--- config.mk ---
export PLATFORM = sky130hd
export DESIGN_NAME = unpool_layer
export DESIGN_NICKNAME = d
export VERILOG_FILES = /design/src/rtl/unpool_layer_pkg.sv /design/src/rtl/unpool_scale_unit.sv /design/src/rtl/unpool_layer.sv
export SDC_FILE = /design/constraint.sdc
export NUM_CORES = 2
export LEC_CHECK = 0
export ABC_AREA = 1
export CORE_AREA = 5 5 562 564
export DETAILED_ROUTE_END_ITERATION = 10
export DIE_AREA = 0 0 567 569
export SLEW_MARGIN = 20
export SYNTH_ARGS = -nofsm -noshare
export SYNTH_HDL_FRONTEND = slang
export SYNTH_HIERARCHICAL = 1
export SYNTH_SLANG_ARGS = --single-unit
--- constraint.sdc ---
create_clock -name clk -period 8.7 [get_ports clk]
set_input_delay 1.74 -clock clk [delete_from_list [all_inputs] [get_ports clk]]
set_output_delay 1.74 -clock clk [all_outputs]
set_load 0.03 [all_outputs]
--- src/rtl/unpool_layer_pkg.sv ---
// Shared definitions for the pooling / unpooling layers: FSM encoding,
// mode constants and default map dimensions.
package unpool_layer_pkg;

    // Two-state expansion controller
    typedef enum logic {
        StIdle   = 1'b0,
        StExpand = 1'b1
    } unpool_state_t;

    // Pixel scaling modes
    localparam logic MODE_REPLICATE = 1'b0;
    localparam logic MODE_AVG_BWD   = 1'b1;

    // Backward average over a 2x2 window spreads the gradient by 1/4
    localparam int unsigned AVG_BWD_SHIFT = 2;

    // Default dimensions
    localparam int unsigned DEFAULT_DATA_W = 32;
    localparam int unsigned DEFAULT_IN_W   = 3;
    localparam int unsigned DEFAULT_OUT_W  = 6;

    // Index width that never collapses to zero bits for tiny maps
    function automatic int unsigned idx_width(input int unsigned n);
        return (n <= 2) ? 1 : $clog2(n);
    endfunction

endpackage

--- src/rtl/unpool_scale_unit.sv ---
// Per-pixel scaling: pass-through for replicate mode, arithmetic divide-by-4
// (floor, sign preserved) for average-pool backward mode.
module unpool_scale_unit
    import unpool_layer_pkg::*;
#(
    parameter int unsigned DATA_W = DEFAULT_DATA_W
) (
    input  logic                     mode,
    input  logic signed [DATA_W-1:0] pixel_in,
    output logic signed [DATA_W-1:0] pixel_out
);

    // Select scaled or raw pixel
    always_comb begin
        pixel_out = pixel_in;
        if (mode == MODE_AVG_BWD) begin
            pixel_out = pixel_in >>> AVG_BWD_SHIFT;
        end
    end

endmodule

--- src/rtl/unpool_layer.sv ---
// 2x unpooling layer: snapshots an IN_W x IN_W map on start, then writes one
// output pixel per cycle into a registered OUT_W x OUT_W map, row-major.
module unpool_layer
    import unpool_layer_pkg::*;
#(
    parameter int unsigned DATA_W = DEFAULT_DATA_W,
    parameter int unsigned IN_W   = DEFAULT_IN_W,
    parameter int unsigned OUT_W  = DEFAULT_OUT_W
) (
    input  logic                     clk,
    input  logic                     rst,
    input  logic                     start,
    input  logic                     mode,
    input  logic signed [DATA_W-1:0] input_fm  [0:IN_W*IN_W-1],
    output logic                     busy,
    output logic                     done,
    output logic signed [DATA_W-1:0] output_fm [0:OUT_W*OUT_W-1]
);

    localparam int unsigned IN_PIX  = IN_W * IN_W;
    localparam int unsigned OUT_PIX = OUT_W * OUT_W;
    localparam int unsigned CNT_W   = idx_width(OUT_W);
    localparam int unsigned SRC_W   = idx_width(IN_PIX);
    localparam int unsigned DST_W   = idx_width(OUT_PIX);

    localparam logic [CNT_W-1:0] LAST_POS = CNT_W'(OUT_W - 1);

    unpool_state_t           state_q;
    logic [CNT_W-1:0]        row_q;
    logic [CNT_W-1:0]        col_q;
    logic                    mode_q;
    logic                    busy_q;
    logic                    done_q;
    logic signed [DATA_W-1:0] snap_q [0:IN_PIX-1];
    logic signed [DATA_W-1:0] out_q  [0:OUT_PIX-1];

    logic [SRC_W-1:0]         src_idx;
    logic [DST_W-1:0]         dst_idx;
    logic                     last_pix;
    logic signed [DATA_W-1:0] scaled;

    // Source word and destination slot for the current (row, col)
    always_comb begin
        src_idx  = SRC_W'((32'(row_q) >> 1) * IN_W + (32'(col_q) >> 1));
        dst_idx  = DST_W'(32'(row_q) * OUT_W + 32'(col_q));
        last_pix = (row_q == LAST_POS) && (col_q == LAST_POS);
    end

    unpool_scale_unit #(
        .DATA_W(DATA_W)
    ) u_scale (
        .mode     (mode_q),
        .pixel_in (snap_q[src_idx]),
        .pixel_out(scaled)
    );

    // Controller, snapshot buffer and output map
    always_ff @(posedge clk) begin
        if (rst) begin
            state_q <= StIdle;
            row_q   <= '0;
            col_q   <= '0;
            mode_q  <= MODE_REPLICATE;
            busy_q  <= 1'b0;
            done_q  <= 1'b0;
            for (int unsigned i = 0; i < IN_PIX; i++) begin
                snap_q[i] <= '0;
            end
            for (int unsigned i = 0; i < OUT_PIX; i++) begin
                out_q[i] <= '0;
            end
        end else begin
            unique case (state_q)
                StIdle: begin
                    if (start) begin
                        for (int unsigned i = 0; i < IN_PIX; i++) begin
                            snap_q[i] <= input_fm[i];
                        end
                        mode_q  <= mode;
                        row_q   <= '0;
                        col_q   <= '0;
                        busy_q  <= 1'b1;
                        done_q  <= 1'b0;
                        state_q <= StExpand;
                    end
                end
                StExpand: begin
                    out_q[dst_idx] <= scaled;
                    if (last_pix) begin
                        row_q   <= '0;
                        col_q   <= '0;
                        busy_q  <= 1'b0;
                        done_q  <= 1'b1;
                        state_q <= StIdle;
                    end else if (col_q == LAST_POS) begin
                        col_q <= '0;
                        row_q <= row_q + 1'b1;
                    end else begin
                        col_q <= col_q + 1'b1;
                    end
                end
                default: state_q <= StIdle;
            endcase
        end
    end

    assign busy      = busy_q;
    assign done      = done_q;
    assign output_fm = out_q;

endmodule

== After elaboration in Yosys (flattened, before gate mapping) ==
Memory sizes are Yosys's and may differ from the RTL's.
Index checks and enable logic that the tools add are counted.
W data, S select, Z words.

* RAM bits: 288
* Bits of input ports: 292
* Logic and storage cells: 106
* Memories: 1
* Output and inout bits: 1,154
* Flip-flop bits (word level): 1,162

{| class="wikitable"
|+ Memory list
! memory !! words !! width !! read ports !! clocked after Yosys merged registers in !! write ports !! line !! text
|-
| snap_q || 9 || 32 || 1 || 0 || 9 || unpool_layer.sv:34 || <nowiki>logic signed [DATA_W-1:0] snap_q [0:IN_PIX-1];</nowiki>
|}

* Order comparisons: 2
* Add/subtract/negate cells: 4
* $mul: 2
* Reduce and logical (&&, ||, !) cells: 5
* Multiplexer cells: 34
* Bitwise logic cells: 11
* Equal/unequal tests: 5

{| class="wikitable"
|+ Operators with widths
! cell !! count
|-
| $bwmux W1152 || 1
|-
| $mux W32 || 10
|-
| $demux W32 S6 || 1
|-
| $mux W31 || 1
|-
| $mux W3 || 5
|-
| $pmux W3 S2 || 2
|-
| $mux W1 || 11
|-
| $or A1 B1 Y1 || 9
|-
| $ge A7 B7 Y1 const B || 1
|-
| $lt A7 B1 Y1 const B || 1
|-
| $not A6 Y7 || 1
|-
| $add A3 B1 Y3 const B || 2
|-
| $add A6 B3 Y6 || 1
|-
| $eq A3 B3 Y1 const B || 2
|-
| $pmux W1 S2 || 3
|-
| $reduce_and A2 Y1 || 3
|-
| $mul A3 B2 Y5 const B || 1
|-
| $add A4 B2 Y4 || 1
|-
| $mul A2 B2 Y4 const B || 1
|-
| $ne A3 B1 Y1 const B || 1
|-
| $logic_and A1 B1 Y1 || 2
|-
| $ne A2 B1 Y1 const B || 1
|-
| $ne A2 B2 Y1 const B || 1
|-
| $not A1 Y1 || 1
|}

== Depth between registers and ports, before layout ==
* Depth in word-level cells: 8
* Gate-level depth with buffers: 16
* Gate-level depth less buffers: 14

== Modules after synthesis ==
Netlist, hierarchy kept.

{| class="wikitable"
|+ By module, submodules not included
! module !! times used !! seq. area each (um^2) !! cells an instance !! area each (um^2)
|-
| unpool_layer || 1 || 31,910.6 || 7,834 || 59,489.6
|-
| unpool_scale_unit || 1 || 0.0 || 100 || 386.6
|}

== Worst setup path before layout ==
OpenSTA, ideal clock, no wires.

* Path type: input to register
* From: input port start
* To: memory snap_q[0][0] (netlist bit) (enable)
* Cell stages on the path: 4
* Slack: 453 ps
* Arrival: 7,608 ps
* Data required time: 8,060 ps
* Path through: inv_1 -> nor2_1 -> nor2_1 -> inv_1

{| class="wikitable"
|+ RTL lines
! element !! line !! text
|-
| start, declared || unpool_layer.sv:12 || <nowiki>input logic start,</nowiki>
|-
| end, declared || unpool_layer.sv:34 ||
|}

== Worst setup path after layout ==
* From: register row_q[2]
* To: register out_q, in the netlist output_fm[1033]

* Elaborated cells between the ends (all ways): 13
* Classes of those cells: add/sub: 2; mul: 2; order compare: 2; mux: 4; bitwise: 1; reduce/logical: 1; memory: 1

{| class="wikitable"
|+ RTL lines
! element !! line !! text
|-
| start, declared || unpool_layer.sv:29 || <nowiki>logic [CNT_W-1:0] row_q;</nowiki>
|-
| start signal, assigned || unpool_layer.sv:97 || <nowiki>row_q <= row_q + 1'b1;</nowiki>
|-
| $mul A2 B2 Y4 || unpool_layer.sv:44 || <nowiki>src_idx = SRC_W'((32'(row_q) >> 1) * IN_W + (32'(col_q) >> 1));</nowiki>
|-
| $add A4 B2 Y4 || unpool_layer.sv:44 ||
|-
| $mem_v2 Z9 W32 || -- ||
|-
| $mux W31 || unpool_scale_unit.sv:16 || <nowiki>if (mode == MODE_AVG_BWD) begin</nowiki>
|-
| via scaled[9] || unpool_layer.sv:40 || <nowiki>logic signed [DATA_W-1:0] scaled;</nowiki>
|-
| $bwmux W1152 || unpool_layer.sv:88 || <nowiki>out_q[dst_idx] <= scaled;</nowiki>
|-
| end signal, assigned by index || unpool_layer.sv:88 ||
|-
| end, declared || unpool_layer.sv:35 || <nowiki>logic signed [DATA_W-1:0] out_q [0:OUT_PIX-1];</nowiki>
|}

The timed path passes the listed nets, and every way through them passes these cells.
A chain may end at the register's enable or synchronous reset.

==> results_dict.tcl <==
set metrics [dict create \
    multiInputGateArea_sq_um 21800 \
    die_y_um 569 \
    crit_start "row_q[2]" \
    syn_nets 8238 \
    required_ns 9.43 \
    fin_crit_sh_pct 64.7 \
    worstMarginPinSlew_ns 1.28 \
    row_count 205 \
    place_congestion 0.819 \
    status "complete, no violations" \
    netlist_area_sq_um 59900 \
    dr_total_vias 56000 \
    totalWireLength_mm 294 \
    dpl.hpwl_mm 196 \
    fp.dieW_um 567 \
    first_global_vias 51000 \
    post_cts_buffers 0 \
    synth.avg_cell_area_sq_um 7.55 \
    syn_inst 7934 \
    synth_largest_area_cell "dfxtp_1" \
    synth.yosys.seq_area_share_pct 53.3 \
    setup_viol 0 \
    numCtsBuffers 174 \
    fillers 33400 \
    wire_per_inst_um 22.1 \
    postSynth.asyncResetShare_pct 0 \
    fin_total_pwr_w 0.0172 \
    instances_no_fill 13300 \
    yosysTopAreaCellShare_pct 38.9 \
    startpoint_type "register" \
    fmax_mhz 178 \
    drtIter0Drc 5367 \
    cp_max_fo 33 \
    power_switching_w 0.00532 \
    rsz0062_at_grt "no" \
    path_clk_slew_ns 0.06 \
    seqCellArea_sq_um 31900 \
    htreeDepth 4 \
    cts_hold_buf 0 \
    ys.flop_type "dfxtp_1" \
    first_pass_iters 9 \
    min_path_type "reg2reg" \
    seq_power_share_pct 41.2 \
    p_sw_share_pct 30.9 \
    pin_count 1446 \
    postRouteAntennaNets 0 \
    synth_cell_types 29 \
    comb_power_share_pct 14.8 \
    skew_ns 0.0407 \
    intPower_w 0.0119 \
    r2r-start "row_q[2]" \
    drive_gt1_share_pct 5.07 \
    setup_tns_ns 0 \
    num-nets-final 9282 \
    clock_latency_ns 0.83 \
    pwr-share-clk_pct 44.0 \
    final_common_cell "clkdlybuf4s50_1" \
    period_minus_slack_ns 5.63 \
    p_leak_nw 33.0 \
    arrival_ns 6.37 \
    post-place-ws_ns 2.97 \
    cts_buffer_depth 4 \
    yosysWarnings 6 \
    synth-edff-count 288 \
    start_util_pct 19.3 \
    finalHoldViolations 0 \
    crit_type "reg2reg" \
    grt_pass1_wl_mm 401 \
    ys_ff_latch 1450 \
    grt_max_degree 225 \
    cts_num_sinks 1450 \
    dieArea_sq_um 323000 \
    cts_root_buffer "clkbuf_16" \
    cts_tree "yes" \
    synth_area_leaders "dfxtp_1 39%, edfxtp_1 14%, nand2_1 9.0%, nor2_1 7.9%, a21oi_1 7.8%" \
    relSlewSlack_pct 14.7 \
    grt_usage_pct 17.2 \
    min_from "output_fm[277]" \
    cts.repair.resized 0 \
    endpoint_kind "register" \
    drc 0 \
    core-area_sq_um 310000 \
    layout_common_cells "1444 x clkdlybuf4s50_1, 1408 x nand2_1, 1257 x nor2_1, 1161 x dfxtp_1, 1004 x inv_1" \
    dpl.cell_count 12900 \
    port_buffers 1445 \
    grt_overflow_total 0 \
    power_density_nw_per_um2 205 \
    drv_cap 0 \
    ir_drop_mv 0.129 \
    finalMaxSlewViolations 0 \
    vias_per_cell 4.22 \
    antenna_found_initial 53 \
    syn_to_final_growth_pct 40.4 \
    worst_slack_ns 3.07 \
]
power by group through the flow:
stage	registers [W]	logic [W]	clock network (W)
after global routing	0.00710	0.00272	0.00804
after floorplan	0.00734	0.000980	0
after global placement	0.00724	0.00263	0
final	0.00709	0.00256	0.00758
after detailed placement	0.00724	0.00264	0
after CTS	0.00709	0.00265	0.00778
final timing paths:
kind         slack, ns              end  cells past startpoint
max               3.07  output_fm[1033]                     14
min               0.44   output_fm[277]                      2
max reg2reg       3.07  output_fm[1033]                     14
min reg2reg       0.44   output_fm[277]                      2
cells in the mapped netlist, drive strengths merged, types with 2 or more instances:
cell	instances
a21oi	932
nand2	1443
dfxtp	1162
fa	4
nand4	232
edfxtp	288
buf	243
a221oi	2
o21ai	323
nand3	504
nor2	1268
o211ai	64
inv	1015
ha	8
clkbuf	441
layout make-up:
type / count / area share (%)
Sequential cell: 1450 / 38.0
Multi-Input combinational cell: 4785 / 25.9
Timing Repair Buffer: 1552 / 18.4
Tap cell: 4140 / 6.16
Clock buffer: 243 / 5.94
Inverter: 1015 / 4.56
Clock inverter: 71 / 1.02
Antenna cell: 29 / 0.0863
cells by family (layout without fill, tap and decap cells):
| kind of cell | count (synthesis) | in the layout | share of synthesized area (%) |
|---|---|---|---|
| adder cells (fa/ha/maj) | 12 | 12 | 0.301 |
| AND/OR/NAND/NOR | 3450 | 3450 | 23.8 |
| flip-flops | 1450 | 1450 | 53.3 |
| XOR/XNOR | 1 | 1 | 0.0460 |
| AO/OA/AOI/OAI | 1322 | 1322 | 11.3 |
| other | 0 | 29 | 0 |
| buffers and inverters | 1699 | 2881 | 11.2 |
per-layer routing:
layer | track usage (%) | vias to the layer above | routed length, um | part of all wire, %
met5 | 0 | - | 161 | 0.055
met4 | 6.31 | 24 | 11500 | 3.9
met3 | 5.36 | 464 | 26600 | 9.1
met2 | 27.9 | 2307 | 134000 | 46
met1 | 21.4 | 26000 | 122000 | 41
li1 | - | 27200 | - | -
critical path: stages (launching register included):
cell	delay (ns)
dfxtp_1	0.56
fa_1	0.53
ha_4	0.18
fa_2	1.12
inv_1	0.42
buf_4	0.35
nand3_1	0.24
nand3_1	0.10
nand2_1	0.10
nand2_1	0.10
nand2_4	0.36
clkinv_1	0.82
nand3_1	0.32
nand2_1	0.07
nor2_1	0.11
per-stage QoR:
stage	utilization, %	hold WS (ns)	cell area (sq um)
finish	27.1	0.443	84100
global route	27.1	0.454	84000
CTS	27.1	0.444	84000
detailed placement	25.2	0.435	78100
global placement	25.2	0.431	78100
floorplan	-	0.465	59900
state kept, by name, summed over array words and instances, names as in the netlist:
| signal | count |
|---|---|
| busy | 1 |
| state_q | 1 |
| done | 1 |
| col_q | 3 |
| mode_q | 1 |
| row_q | 3 |
| snap_q | 288 |
| output_fm | 1152 |
Note: power is estimated with default switching activity, not from simulation.
